$ cat config.mk
export PLATFORM = sky130hd
export DESIGN_NAME = dsp_lut_bank_ctrl
export DESIGN_NICKNAME = d
export VERILOG_FILES = /design/src/rtl/dsp_lut_bank_ctrl.sv
export SDC_FILE = /design/constraint.sdc
export NUM_CORES = 1
export LEC_CHECK = 0
export ABC_AREA = 1
export BUFFER_PORTS_ARGS = -buffer_cell sky130_fd_sc_hd__buf_2
export CORE_AREA = 2 2 81 44
export DETAILED_ROUTE_END_ITERATION = 10
export DIE_AREA = 0 0 83 46
export PLACE_DENSITY = 0.84
export SETUP_SLACK_MARGIN = 0.4
export SKIP_LAST_GASP = 1
export SYNTH_ARGS = -nofsm -noshare
export SYNTH_HDL_FRONTEND = slang
export SYNTH_SLANG_ARGS = --single-unit
$ cat constraint.sdc
create_clock -name clk -period 1.8 [get_ports clk]
set_input_delay 0.36 -clock clk [delete_from_list [all_inputs] [get_ports clk]]
set_output_delay 0.36 -clock clk [all_outputs]
set_load 0.005 [all_outputs]
$ cat src/rtl/dsp_lut_bank_ctrl.sv
// Double-buffered LUT bank controller: host writes and zero-fill go to the shadow bank, swap exchanges banks between samples.
// Optional swap watchdog with sticky swap_forced flag: define LUT_BANK_CTRL_WDOG_EN.
module dsp_lut_bank_ctrl #(
  parameter int IN_WIDTH    = 8,
  parameter int OUT_WIDTH   = 7,
  parameter int WDOG_CYCLES = 256
) (
  input  logic                 clk,
  input  logic                 rst,
  input  logic                 we,
  input  logic                 wr_req,
  input  logic [IN_WIDTH-1:0]  wr_addr,
  input  logic [OUT_WIDTH-1:0] wr_data,
  output logic                 wr_ack,
  input  logic                 swap_req,
  input  logic                 clr_req,
  output logic                 lut_wr_en,
  output logic                 lut_wr_bank,
  output logic [IN_WIDTH-1:0]  lut_wr_addr,
  output logic [OUT_WIDTH-1:0] lut_wr_data,
  output logic                 active_bank,
  output logic                 busy,
  output logic                 swap_done,
  output logic                 clr_done
`ifdef LUT_BANK_CTRL_WDOG_EN
  ,
  output logic                 swap_forced
`endif
);

  typedef enum logic [1:0] {IDLE, CLEAR, SWAP_WAIT} state_t;

  localparam logic [IN_WIDTH-1:0] LAST_ADDR = '1;

  state_t              state;
  logic [IN_WIDTH-1:0] clr_cnt;
  logic                swap_go;

  // Host writes only slip in when no higher-priority request shares the cycle.
  assign wr_ack = wr_req && !rst && (state == IDLE) && !clr_req && !swap_req;
  assign busy   = (state != IDLE);

`ifdef LUT_BANK_CTRL_WDOG_EN
  localparam int WDOG_W = $clog2(WDOG_CYCLES + 1);

  logic [WDOG_W-1:0] wdog_cnt;
  logic              wdog_hit;

  assign wdog_hit = (wdog_cnt == WDOG_W'(WDOG_CYCLES));
  assign swap_go  = (!we || wdog_hit) && !lut_wr_en;
`else
  assign swap_go  = !we && !lut_wr_en;
`endif

  always_ff @(posedge clk) begin
    if (rst) begin
      state       <= IDLE;
      active_bank <= 1'b0;
      clr_cnt     <= '0;
      lut_wr_en   <= 1'b0;
      lut_wr_bank <= 1'b0;
      lut_wr_addr <= '0;
      lut_wr_data <= '0;
      swap_done   <= 1'b0;
      clr_done    <= 1'b0;
`ifdef LUT_BANK_CTRL_WDOG_EN
      wdog_cnt    <= '0;
      swap_forced <= 1'b0;
`endif
    end else begin
      lut_wr_en <= 1'b0;
      swap_done <= 1'b0;
      clr_done  <= 1'b0;
      case (state)
        IDLE: begin
          if (clr_req) begin
            state   <= CLEAR;
            clr_cnt <= '0;
          end else if (swap_req) begin
            state <= SWAP_WAIT;
`ifdef LUT_BANK_CTRL_WDOG_EN
            wdog_cnt <= '0;
`endif
          end else if (wr_req) begin
            lut_wr_en   <= 1'b1;
            lut_wr_bank <= ~active_bank;
            lut_wr_addr <= wr_addr;
            lut_wr_data <= wr_data;
          end
        end
        CLEAR: begin
          // clr_done flags the final write; the following cycle only leaves the state.
          if (clr_done) begin
            state <= IDLE;
          end else begin
            lut_wr_en   <= 1'b1;
            lut_wr_bank <= ~active_bank;
            lut_wr_addr <= clr_cnt;
            lut_wr_data <= '0;
            if (clr_cnt == LAST_ADDR) begin
              clr_done <= 1'b1;
            end else begin
              clr_cnt <= clr_cnt + 1'b1;
            end
          end
        end
        SWAP_WAIT: begin
          if (swap_go) begin
            active_bank <= ~active_bank;
            swap_done   <= 1'b1;
            state       <= IDLE;
`ifdef LUT_BANK_CTRL_WDOG_EN
            if (wdog_hit && we) begin
              swap_forced <= 1'b1;
            end
          end else if (we) begin
            wdog_cnt <= wdog_cnt + 1'b1;
`endif
          end
        end
        default: state <= IDLE;
      endcase
    end
  end

endmodule

After elaboration in Yosys (flattened, before gate mapping)

Cells that the tools add are included.

Word-level logic and storage cells: 75
Bits in registers: 30
Input port bits: 21
Output and inout bits: 22

$add $sub $neg: 1
Reduce and logical (&&, ||, !) cells: 19
Bitwise operators: 3
Equality and inequality tests: 12
Multiplexer cells: 31

Operator list:

| operator            | number |
|---|---|
| $mux 8              | 7 |
| $pmux 8 s2          | 2 |
| $mux 7              | 4 |
| $ne 2x2->1 const B  | 8 |
| $pmux 7 s2          | 1 |
| $mux 1              | 10 |
| $add 8x1->8 const B | 1 |
| $eq 8x8->1 const B  | 1 |
| $mux 2              | 4 |
| $pmux 2 s3          | 1 |
| $logic_and 1x1->1   | 5 |
| $logic_not 1->1     | 5 |
| $reduce_and 5->1    | 1 |
| $pmux 1 s2          | 2 |
| $reduce_and 4->1    | 1 |
| $reduce_bool 2->1   | 2 |
| $ne 3x3->1 const B  | 1 |
| $not 1->1           | 3 |
| $reduce_and 3->1    | 1 |
| $reduce_or 3->1     | 1 |
| $eq 2x1->1 const B  | 1 |
| $eq 2x2->1 const B  | 1 |
| $logic_not 2->1     | 1 |
| $reduce_and 2->1    | 1 |
| $reduce_or 2->1     | 1 |

Depth between registers and ports, before layout

Gate-level depths: netlist of the first run.

Depth in word-level cells: 5
Gate-level depth with buffers: 9
Gate-level depth less buffers: 9

Worst setup path after synthesis of the first run

OpenSTA, ideal clock, no wires.

Path type: register -> register
Start point: register clr_cnt[0]
End point: register clr_cnt[0]
Setup slack: 0.467 ns
Period minus slack after synthesis: 1.333 ns
Setup time: 0.116 ns
Arrival time: 1.217 ns
Data required time: 1.684 ns
Stages on the path, launching flop included: 9
Buffers on the path: 0
Cell sequence: dfxtp_1 > ha_1 > nand2_1 > nor2_2 > nand3_2 > nand2_4 > inv_2 > nor2_1 > nor2_1

Word-level cells in the longest chain between the ends: 4
Elaborated cells between the ends (all ways): 7
Classes of those cells: add/sub: 1; eq/ne: 2; mux: 3; reduce/logical: 1

RTL lines:

| item                     | line | RTL |
|---|---|---|
| start: declaration       | 36   | `logic [IN_WIDTH-1:0] clr_cnt;` |
| start signal: assignment | 103  | `clr_cnt <= clr_cnt + 1'b1;` |
| $add 8x1->8              | 103  |  |
| $mux 8                   | 100  | `if (clr_cnt == LAST_ADDR) begin` |
| $mux 8                   | 93   | `if (clr_done) begin` |
| $pmux 8 s2               | 74   | `case (state)` |

Several ways; a longest one is shown, not always the timed one. The select of a mux whose other input is x is not followed.
A chain may end at the register's enable or synchronous reset.

Worst setup path in the final report of the first run

Start point: register state[0]
End point: output port wr_ack

Word-level cells in the longest chain between the ends: 4

RTL lines:

| item                            | line | RTL |
|---|---|---|
| start: declaration              | 35   | `state_t state;` |
| start signal: assignment        | 57   | `state <= IDLE;` |
| start signal: assignment        | 77   | `state <= CLEAR;` |
| start signal: assignment        | 80   | `state <= SWAP_WAIT;` |
| $logic_not 2->1                 | 40   | `assign wr_ack = wr_req && !rst && (state == IDLE) && !clr_req && !swap_req;` |
| $logic_and 1x1->1 (3 in series) | 40   |  |
| end: declaration                | 14   | `output logic wr_ack,` |

Every way passes these cells.

==> impl_metrics.toml, run 1 <==
[status]
status = "completed"

[detailed_routing]
vias_per_cell = 5.25
drc = 0
dr_total_vias = 1612
drt_iter0_markers = 225
wire_per_inst_um = 13.8
ant_nets = 0
wirelength_um = 4230
first_pass_iters = 4

[sta]
skew_ns = 0.00729
hold_violations = 0
setup_tns_ns = 0
setup_violations = 0
rsz0062_at_grt = "yes"
fin_crit_sh = 0.856
fmax_ghz = 0.649
finalMaxSlewViolations = 0
whs_ns = 0.343
finalCriticalPeriod_ns = 1.54
max_slew_margin = 0.666
worst_pin_slew_ns = 0.500

[logic_synthesis]
syn-num-nets = 227
synthDistinctLibCells = 25
syn_avg_cell_area_um2 = 7.00
synthCells = 205
synth_area_um2 = 1440
synth-seq-area-share = 0.418
synth_edf_count = 0
yosys_warnings = 0
synthArstFlopShare = 0
ys_ff_latch = 30
ys.flop_type = "dfxtp_1"

[setup_path]
crit_top_cell = "nor2_4"
critical_path_required_ns = 1.44
slowest_stage = "dfxtp_4"
crit_buf_inv = 1
crit_chain = "nor2_4 -> nand2_2 -> nor2_4 -> nand2_4 -> nor2_1 -> buf_2"
crit_path_max_fanout = 2
cpLargestDelayFamily = "simple AND/OR/NAND/NOR gates"
worstPathArrival_ns = 1.18
crit_type = "reg2out"
critPathMaxStageDelay_ns = 0.35
cp-start-kind = "register"
endpoint_kind = "output port"

[floorplanning]
start_util = 0.447
ios = 43
fp.dieH_um = 46
die_w_um = 83
rows = 15
dieArea_um2 = 3820
core_um2 = 3210

[clock_tree]
clockBufferDepth = 2
cts_made_buffers = 5
clk_latency_ns = 0.29
htree_levels = 2
cts.hold.buffers_added = 0
cts_tree = "built"
clkTransAtPathRegs_ns = 0.07
numClockSinks = 30
clock-root-buffer = "clkbuf_8"

[placement]
routabilityCongestion = 0.970
port_buffers = 42
dp_hpwl_um = 2600
dpl_cell_area_um2 = 1670

[power]
ir_worst_vdd_mv = 0.558
powerDensity_nw_per_um2 = 826
power.leakage_nw = 0.939

[min_path]
hold_class = "in2reg"

[cells_and_area]
area_delta_synth_final_pct = 38.8
final_nets = 287
diodes = 0
drive_gt1_frac = 0.358
final_cell_area_um2 = 1990
fin_util = 0.621

[global_routing]
grt_max_degree = 23
grt_pass1_vias = 1303
antenna_found_initial = 0
grt-busiest-layer = "met1"
use_met2 = 0.284
grt_util_all_layers = 0.209
grt.met1_usage = 0.299
globalRouteMet3Util = 0.0543
grt-ovfl-total = 0
grt_pass1_wl_um = 6060

[job]
drv_cap = 0
## Yosys cell counts, types with 2 or more instances
library cell,number,area (um2)
nor2_1,42,158
nand2_1,40,150
dfxtp_1,30,601
nand3_1,16,80.1
inv_1,15,56.3
a21oi_1,13,65.1
o21ai_1,9,45.0
o21ai_0,8,40.0
nand4_1,7,43.8
buf_2,3,15.0
inv_2,3,11.3
nand2_4,3,33.8
nor2_4,3,33.8
buf_6,2,22.5
## area by class of cell
class | instances | area [um2]
fill | 274 | 1220
multi-input combinational | 150 | 797
sequential | 30 | 613
timing repair buffer | 60 | 372
inverter | 18 | 78.8
clock buffer | 5 | 68.8
tap | 42 | 52.6
clock inverter | 2 | 10.0
## cell families after synthesis
family	count (synthesis)	synth area share
AND/OR/NAND/NOR	117	0.379
AO/OA/AOI/OAI	32	0.115
flip-flops	30	0.418
buffers and inverters	25	0.0785
adder cells (fa/ha/maj)	1	0.00872
## sequential cells by signal, summed over array words and instances (netlist names)
register / count
lut_wr_en: 1
lut_wr_bank: 1
state: 2
active_bank: 1
lut_wr_data: 7
swap_done: 1
lut_wr_addr: 8
clr_cnt: 8
clr_done: 1
## what timing repair did
action,4_1_cts,5_1_grt
gates resized for setup,11,26
pin swaps,4,11
setup endpoints to repair,18,23
setup buffers,5,11
## power by group
| group | internal (W) | leakage (nW) | total, W | switching [W] |
|---|---|---|---|---|
| sequential | 0.000711 | 0.247 | 0.000745 | 0.0000334 |
| clock | 0.000259 | 0.0438 | 0.000514 | 0.000255 |
| combinational | 0.000164 | 0.648 | 0.000388 | 0.000224 |
## layer usage
layer  vias to the layer above  share of wire
li1                        792              -
met1                       726           0.45
met2                        84           0.44
met3                        10          0.089
met4                         0          0.022
met5                         -              0
## path summary, 6_finish.rpt
kind                  startpoint        endpoint  slack (ns)  depth (start not counted)
hold reg to reg   lut_wr_addr[0]  lut_wr_addr[0]        0.47                          2
hold / removal        wr_data[1]  lut_wr_data[1]        0.34                          3
setup reg to reg        state[0]  lut_wr_addr[6]        0.26                         10
setup / recovery        state[0]          wr_ack        0.26                          6
## stage by stage
| step | worst slack [ns] | std cells | total power [W] |
|---|---|---|---|
| 6_report | 0.260 | 307 | 0.00165 |
| 5_1_grt | 0.190 | 307 | 0.00172 |
| 4_1_cts | 0.240 | 296 | 0.00158 |
| 3_5_place_dp | 0.211 | 284 | 0.00104 |
| 3_3_place_gp | 0.249 | 284 | 0.00104 |
| 2_1_floorplan | 0.467 | 205 | 0.000948 |
## worst min-delay path, delay by kind of cell
family,cells,cell delay (ns)
simple gates,1,0.07
compound gates,1,0.06
buf+inv,1,0.10
## cells in the final DEF, fill, tap and decap left out, drive strengths merged, types with 2 or more instances in the layout
master	synthesis	final
nor2	46	46
clkinv	0	2
nand2	44	44
o21ai	17	17
dfxtp	30	30
clkbuf	1	5
nand4	7	7
nand3	17	17
inv	18	17
a21oi	13	13
buf	6	60
Power figures use the tool's default switching activity.
==> inputs of run 2 (changes only) <==
--- a/config.mk
+++ b/config.mk
@@ -11,6 +11,7 @@
 export DETAILED_ROUTE_END_ITERATION = 10
 export DIE_AREA = 0 0 83 46
 export PLACE_DENSITY = 0.84
+export RECOVER_POWER = 100
 export SETUP_SLACK_MARGIN = 0.4
 export SKIP_LAST_GASP = 1
 export SYNTH_ARGS = -nofsm -noshare
==> run 2 against run 1 <==
Clock skew down 0.00080 ns. Utilization down 1.9 points. Highest routed layer unchanged. Via count grew 0.43%. Routed wire length grew 0.62%. Sequential share of layout area rose by 0.57 points. Sequential power barely moved. Cell count did not move. First-iteration DRC count grew 2.7%. Largest power group unchanged.
==> impl_metrics.toml, run 2 (synthesis results as in run 1) <==
[power]
power.switching_w = 0.000508
switching_share = 0.311
combPwrFrac = 0.229
p_seq_frac = 0.456
clockPowerShare = 0.315
ir_worst_vdd_mv = 0.557
internal_power_w = 0.00112
powerDensity_nw_per_um2 = 844
power.leakage_nw = 0.873

[sta]
hold_violations = 0
finalCriticalPeriod_ns = 1.61
skew_ns = 0.00650
fin_crit_sh = 0.896
finalMaxSlewViolations = 0
fmax_ghz = 0.620
setup_tns_ns = 0
rsz0062_at_grt = "yes"
setup_violations = 0
max_slew_margin = 0.565
worst_pin_slew_ns = 0.652

[clock_tree]
cts.hold.buffers_added = 0
numClockSinks = 30
clk_latency_ns = 0.29
cts_made_buffers = 5
cts_tree = "built"
clockBufferDepth = 2
clkTransAtPathRegs_ns = 0.07
htree_levels = 2
clock-root-buffer = "clkbuf_8"

[cells_and_area]
final_cell_area_um2 = 1930
reg.largest.list = "clr_cnt x8, lut_wr_addr x8, lut_wr_data x7"
layout_common_cells = "nor2_1, nand2_1, dfxtp_1, buf_2, nand3_1"
final_common_cell = "nor2_1"
final_nets = 287
drive_gt1_frac = 0.268
area_delta_synth_final_pct = 34.6
nFillCells = 296
diodes = 0

[setup_path]
cp-start-kind = "register"
crit_type = "reg2out"
critPathMaxStageDelay_ns = 0.32
cpLargestDelayFamily = "simple AND/OR/NAND/NOR gates"
crit_buf_inv = 1
critical_path_required_ns = 1.44
endpoint_kind = "output port"
crit_top_cell = "nor2_1"
crit_chain = "nor2_1 -> nand2_2 -> nor2_4 -> nand2_4 -> nor2_1 -> buf_2"
crit_path_max_fanout = 2
worstPathArrival_ns = 1.25
slowest_stage = "dfxtp_1"

[global_routing]
grt_pass1_wl_um = 6060
grt_max_degree = 23
use_met2 = 0.284
globalRouteMet3Util = 0.0543
grt-ovfl-total = 0
antenna_found_initial = 0
grt_util_all_layers = 0.209
grt-busiest-layer = "met1"
grt.met1_usage = 0.299
grt_pass1_vias = 1303

[floorplanning]
core_um2 = 3210
ios = 43
dieArea_um2 = 3820
die_w_um = 83
fp.dieH_um = 46
rows = 15
start_util = 0.447

[detailed_routing]
drc = 0
first_pass_iters = 5
ant_nets = 0
drt_iter0_markers = 231
wirelength_um = 4250
dr_total_vias = 1619
vias_per_cell = 5.27
wire_per_inst_um = 13.9

[placement]
routabilityCongestion = 0.970
port_buffers = 42
dpl_cell_area_um2 = 1670
dp_hpwl_um = 2600

[status]
status = "completed"

[job]
drv_cap = 0

[min_path]
hold_class = "in2reg"
[run 2: metrics by stage]
step / cells / util / power, W / hold WS [ns] / setup WS [ns]
after floorplan: 205 / - / 0.000948 / 0.429 / 0.467
after global placement: 284 / 0.520 / 0.00104 / 0.455 / 0.249
after detailed placement: 284 / 0.520 / 0.00104 / 0.454 / 0.211
after CTS: 296 / 0.569 / 0.00158 / 0.338 / 0.240
after global routing: 307 / 0.602 / 0.00170 / 0.363 / 0.105
final: 307 / 0.602 / 0.00163 / 0.339 / 0.187
[run 2: repair_timing]
item,in CTS,in global routing
pin swaps,4,11
resized for setup,11,26
gates cloned,0,0
endpoints found under the setup margin,18,23
buffers inserted,5,11
[run 2: metal layers]
| layer | vias to the layer above | wire, um |
|---|---|---|
| met1 | 735 | 1920 |
| met3 | 7 | 407 |
| met2 | 84 | 1860 |
| met4 | 0 | 59 |
| met5 | - | 0 |
| li1 | 793 | - |
[run 2: power by group through the flow]
stage	combinational [W]	clock, W	sequential [W]
final	0.000373	0.000515	0.000744
after detailed placement	0.000287	0	0.000757
after floorplan	0.000193	0	0.000755
after CTS	0.000321	0.000515	0.000742
after global routing	0.000409	0.000543	0.000748
after global placement	0.000282	0	0.000756
[run 2: final timing paths]
| path | from | endpoint | slack [ns] | cells past startpoint |
|---|---|---|---|---|
| worst min register to register | lut_wr_data[1] | lut_wr_data[1] | 0.48 | 2 |
| worst max-delay path | state[0] | wr_ack | 0.19 | 6 |
| worst min-delay path | wr_data[1] | lut_wr_data[1] | 0.34 | 3 |
| worst max register to register | state[0] | lut_wr_data[3] | 0.23 | 10 |
[run 2: cell type report]
cell class | count | area, um2 | share of cell area
sequential | 30 | 606 | 0.313
timing repair buffer | 60 | 347 | 0.179
clock inverter | 2 | 10.0 | 0.00518
clock buffer | 5 | 68.8 | 0.0356
tap | 42 | 52.6 | 0.0272
inverter | 18 | 78.8 | 0.0408
multi-input combinational | 150 | 769 | 0.398
[run 2: worst register-to-register path, stage by stage (launching register included)]
cell,delay (ns)
dfxtp_1,0.32
nor2_1,0.19
nand2_2,0.09
nor2_4,0.12
nand2_4,0.05
clkbuf_1,0.11
buf_8,0.14
buf_4,0.14
buf_4,0.13
nand3_1,0.06
a21oi_1,0.07
==> inputs of run 3 (changes only) <==
--- a/config.mk
+++ b/config.mk
@@ -10,10 +10,11 @@
 export CORE_AREA = 2 2 81 44
 export DETAILED_ROUTE_END_ITERATION = 10
 export DIE_AREA = 0 0 83 46
-export PLACE_DENSITY = 0.84
+export PLACE_DENSITY = 0.74
 export RECOVER_POWER = 100
 export SETUP_SLACK_MARGIN = 0.4
 export SKIP_LAST_GASP = 1
+export SLEW_MARGIN = 20
 export SYNTH_ARGS = -nofsm -noshare
 export SYNTH_HDL_FRONTEND = slang
 export SYNTH_SLANG_ARGS = --single-unit
==> run 3 against run 2 <==
Cell count up 2.3%. Die area unchanged. Via count up 0.93%. Flip-flop and latch count unchanged. Global-route usage up 1.0 points. Setup slack worse by 0.028 ns. Sequential power about the same. Register-to-register slack worse by 0.07 ns. Routed wire length up 6.7%. Sequential share of layout area down 2.1 points.
==> impl_metrics.toml, run 3 (synthesis results as in run 1) <==
[detailed_routing]
vias_per_cell = 5.20
dr_total_vias = 1634
wire_per_inst_um = 14.4
wirelength_um = 4540
drt_iter0_markers = 157
first_pass_iters = 4
drc = 0
ant_nets = 0

[floorplanning]
ios = 43
dieArea_um2 = 3820
die_w_um = 83
fp.dieH_um = 46
rows = 15
core_um2 = 3210
start_util = 0.447

[global_routing]
antenna_found_initial = 0
grt_pass1_vias = 1336
grt_max_degree = 23
grt_util_all_layers = 0.220
grt_pass1_wl_um = 6290
grt-ovfl-total = 0

[placement]
pre_cts_ws_ns = 0.207
port_buffers = 42
routabilityCongestion = 0.848
dp_hpwl_um = 2630

[setup_path]
critPathMaxStageDelay_ns = 0.39
crit_chain = "clkbuf_1 -> clkbuf_1 -> nand3b_4 -> clkbuf_1 -> a41oi_1 -> nor2_1"
endpoint_kind = "register"
crit_type = "reg2reg"
cp-start-kind = "register"
crit_buf_inv = 3
critical_path_required_ns = 1.97
crit_top_cell = "clkbuf_1"
worstPathArrival_ns = 1.81
cpLargestDelayFamily = "buffers and inverters"
slowest_stage = "dfxtp_1"
crit_path_max_fanout = 9

[clock_tree]
clk_latency_ns = 0.28
clock-root-buffer = "clkbuf_8"
cts_tree = "built"
cts.hold.buffers_added = 0
htree_levels = 2
cts_made_buffers = 5
clkTransAtPathRegs_ns = 0.06
numClockSinks = 30
clockBufferDepth = 2

[power]
powerDensity_nw_per_um2 = 827
ir_worst_vdd_mv = 0.457
power.leakage_nw = 0.938

[sta]
skew_ns = 0.00232
worst_pin_slew_ns = 0.535
rsz0062_at_grt = "yes"
setup_ws_ns = 0.158
finalMaxSlewViolations = 0
setup_violations = 0
finalCriticalPeriod_ns = 1.64
max_slew_margin = 0.643
setup_tns_ns = 0
fin_crit_sh = 0.912
hold_violations = 0
fmax_ghz = 0.609

[job]
drv_cap = 0

[cells_and_area]
drive_gt1_frac = 0.331
final_common_cell = "nor2_1"
area_delta_synth_final_pct = 45.4
diodes = 0
layout_common_cells = "nor2_1, nand2_1, buf_2, dfxtp_1, nand3_1"
reg.largest.list = "clr_cnt x8, lut_wr_addr x8, lut_wr_data x7"
final_nets = 293

[status]
status = "completed"

[min_path]
hold_class = "in2reg"
==> run 3: power by group <==
group	internal (W)	leakage [nW]	switching, W
combinational	0.000177	0.643	0.000232
clock	0.000307	0.0472	0.000265
sequential	0.000711	0.247	0.0000338
==> run 3: path summary, 6_finish.rpt <==
| path | from | end | slack (ns) | cells after the start |
|---|---|---|---|---|
| hold / removal | wr_data[5] | lut_wr_data[5] | 0.35 | 3 |
| setup reg to reg | state[0] | state[1] | 0.16 | 6 |
| hold reg to reg | lut_wr_addr[0] | lut_wr_addr[0] | 0.47 | 2 |
| setup / recovery | state[0] | state[1] | 0.16 | 6 |
==> run 3: worst min-delay path: cells and delay by family <==
kind	cells	cell delay (ns)
and+or+nand+nor	1	0.07
AOI/OAI and AO/OA	1	0.06
buffers and inverters	1	0.10
==> run 3: routing by layer <==
metal	global-route usage	share of wire	vias up
met2	0.323	0.44	77
met1	0.302	0.46	751
met5	0	0	-
li1	-	-	797
met4	0.0918	0.017	0
met3	0.0688	0.085	9
==> run 3: metrics by stage <==
step / util / hold slack, ns / cells / total power (W) / cell area (um2)
2_1_floorplan: - / 0.429 / 205 / 0.000948 / 1440
3_3_place_gp: 0.522 / 0.457 / 285 / 0.00104 / 1680
3_5_place_dp: 0.522 / 0.457 / 285 / 0.00104 / 1680
4_1_cts: 0.585 / 0.342 / 301 / 0.00164 / 1880
5_1_grt: 0.650 / 0.355 / 314 / 0.00182 / 2090
6_report: 0.650 / 0.354 / 314 / 0.00173 / 2090
==> run 3: area by class of cell <==
type | instances | area [um2]
multi-input cells | 150 | 830
repair buffers | 66 | 420
fillers | 262 | 1120
inverters | 18 | 78.8
clock buffers | 6 | 82.6
well taps | 42 | 52.6
clock inverters | 2 | 12.5
flip-flops and latches | 30 | 611
==> run 3: what timing repair did <==
action / 4_1_cts / 5_1_grt
pin swaps: 4 / 19
resized for setup: 13 / 33
buffers inserted: 8 / 12
endpoints found under the setup margin: 17 / 21
gates cloned: 0 / 1
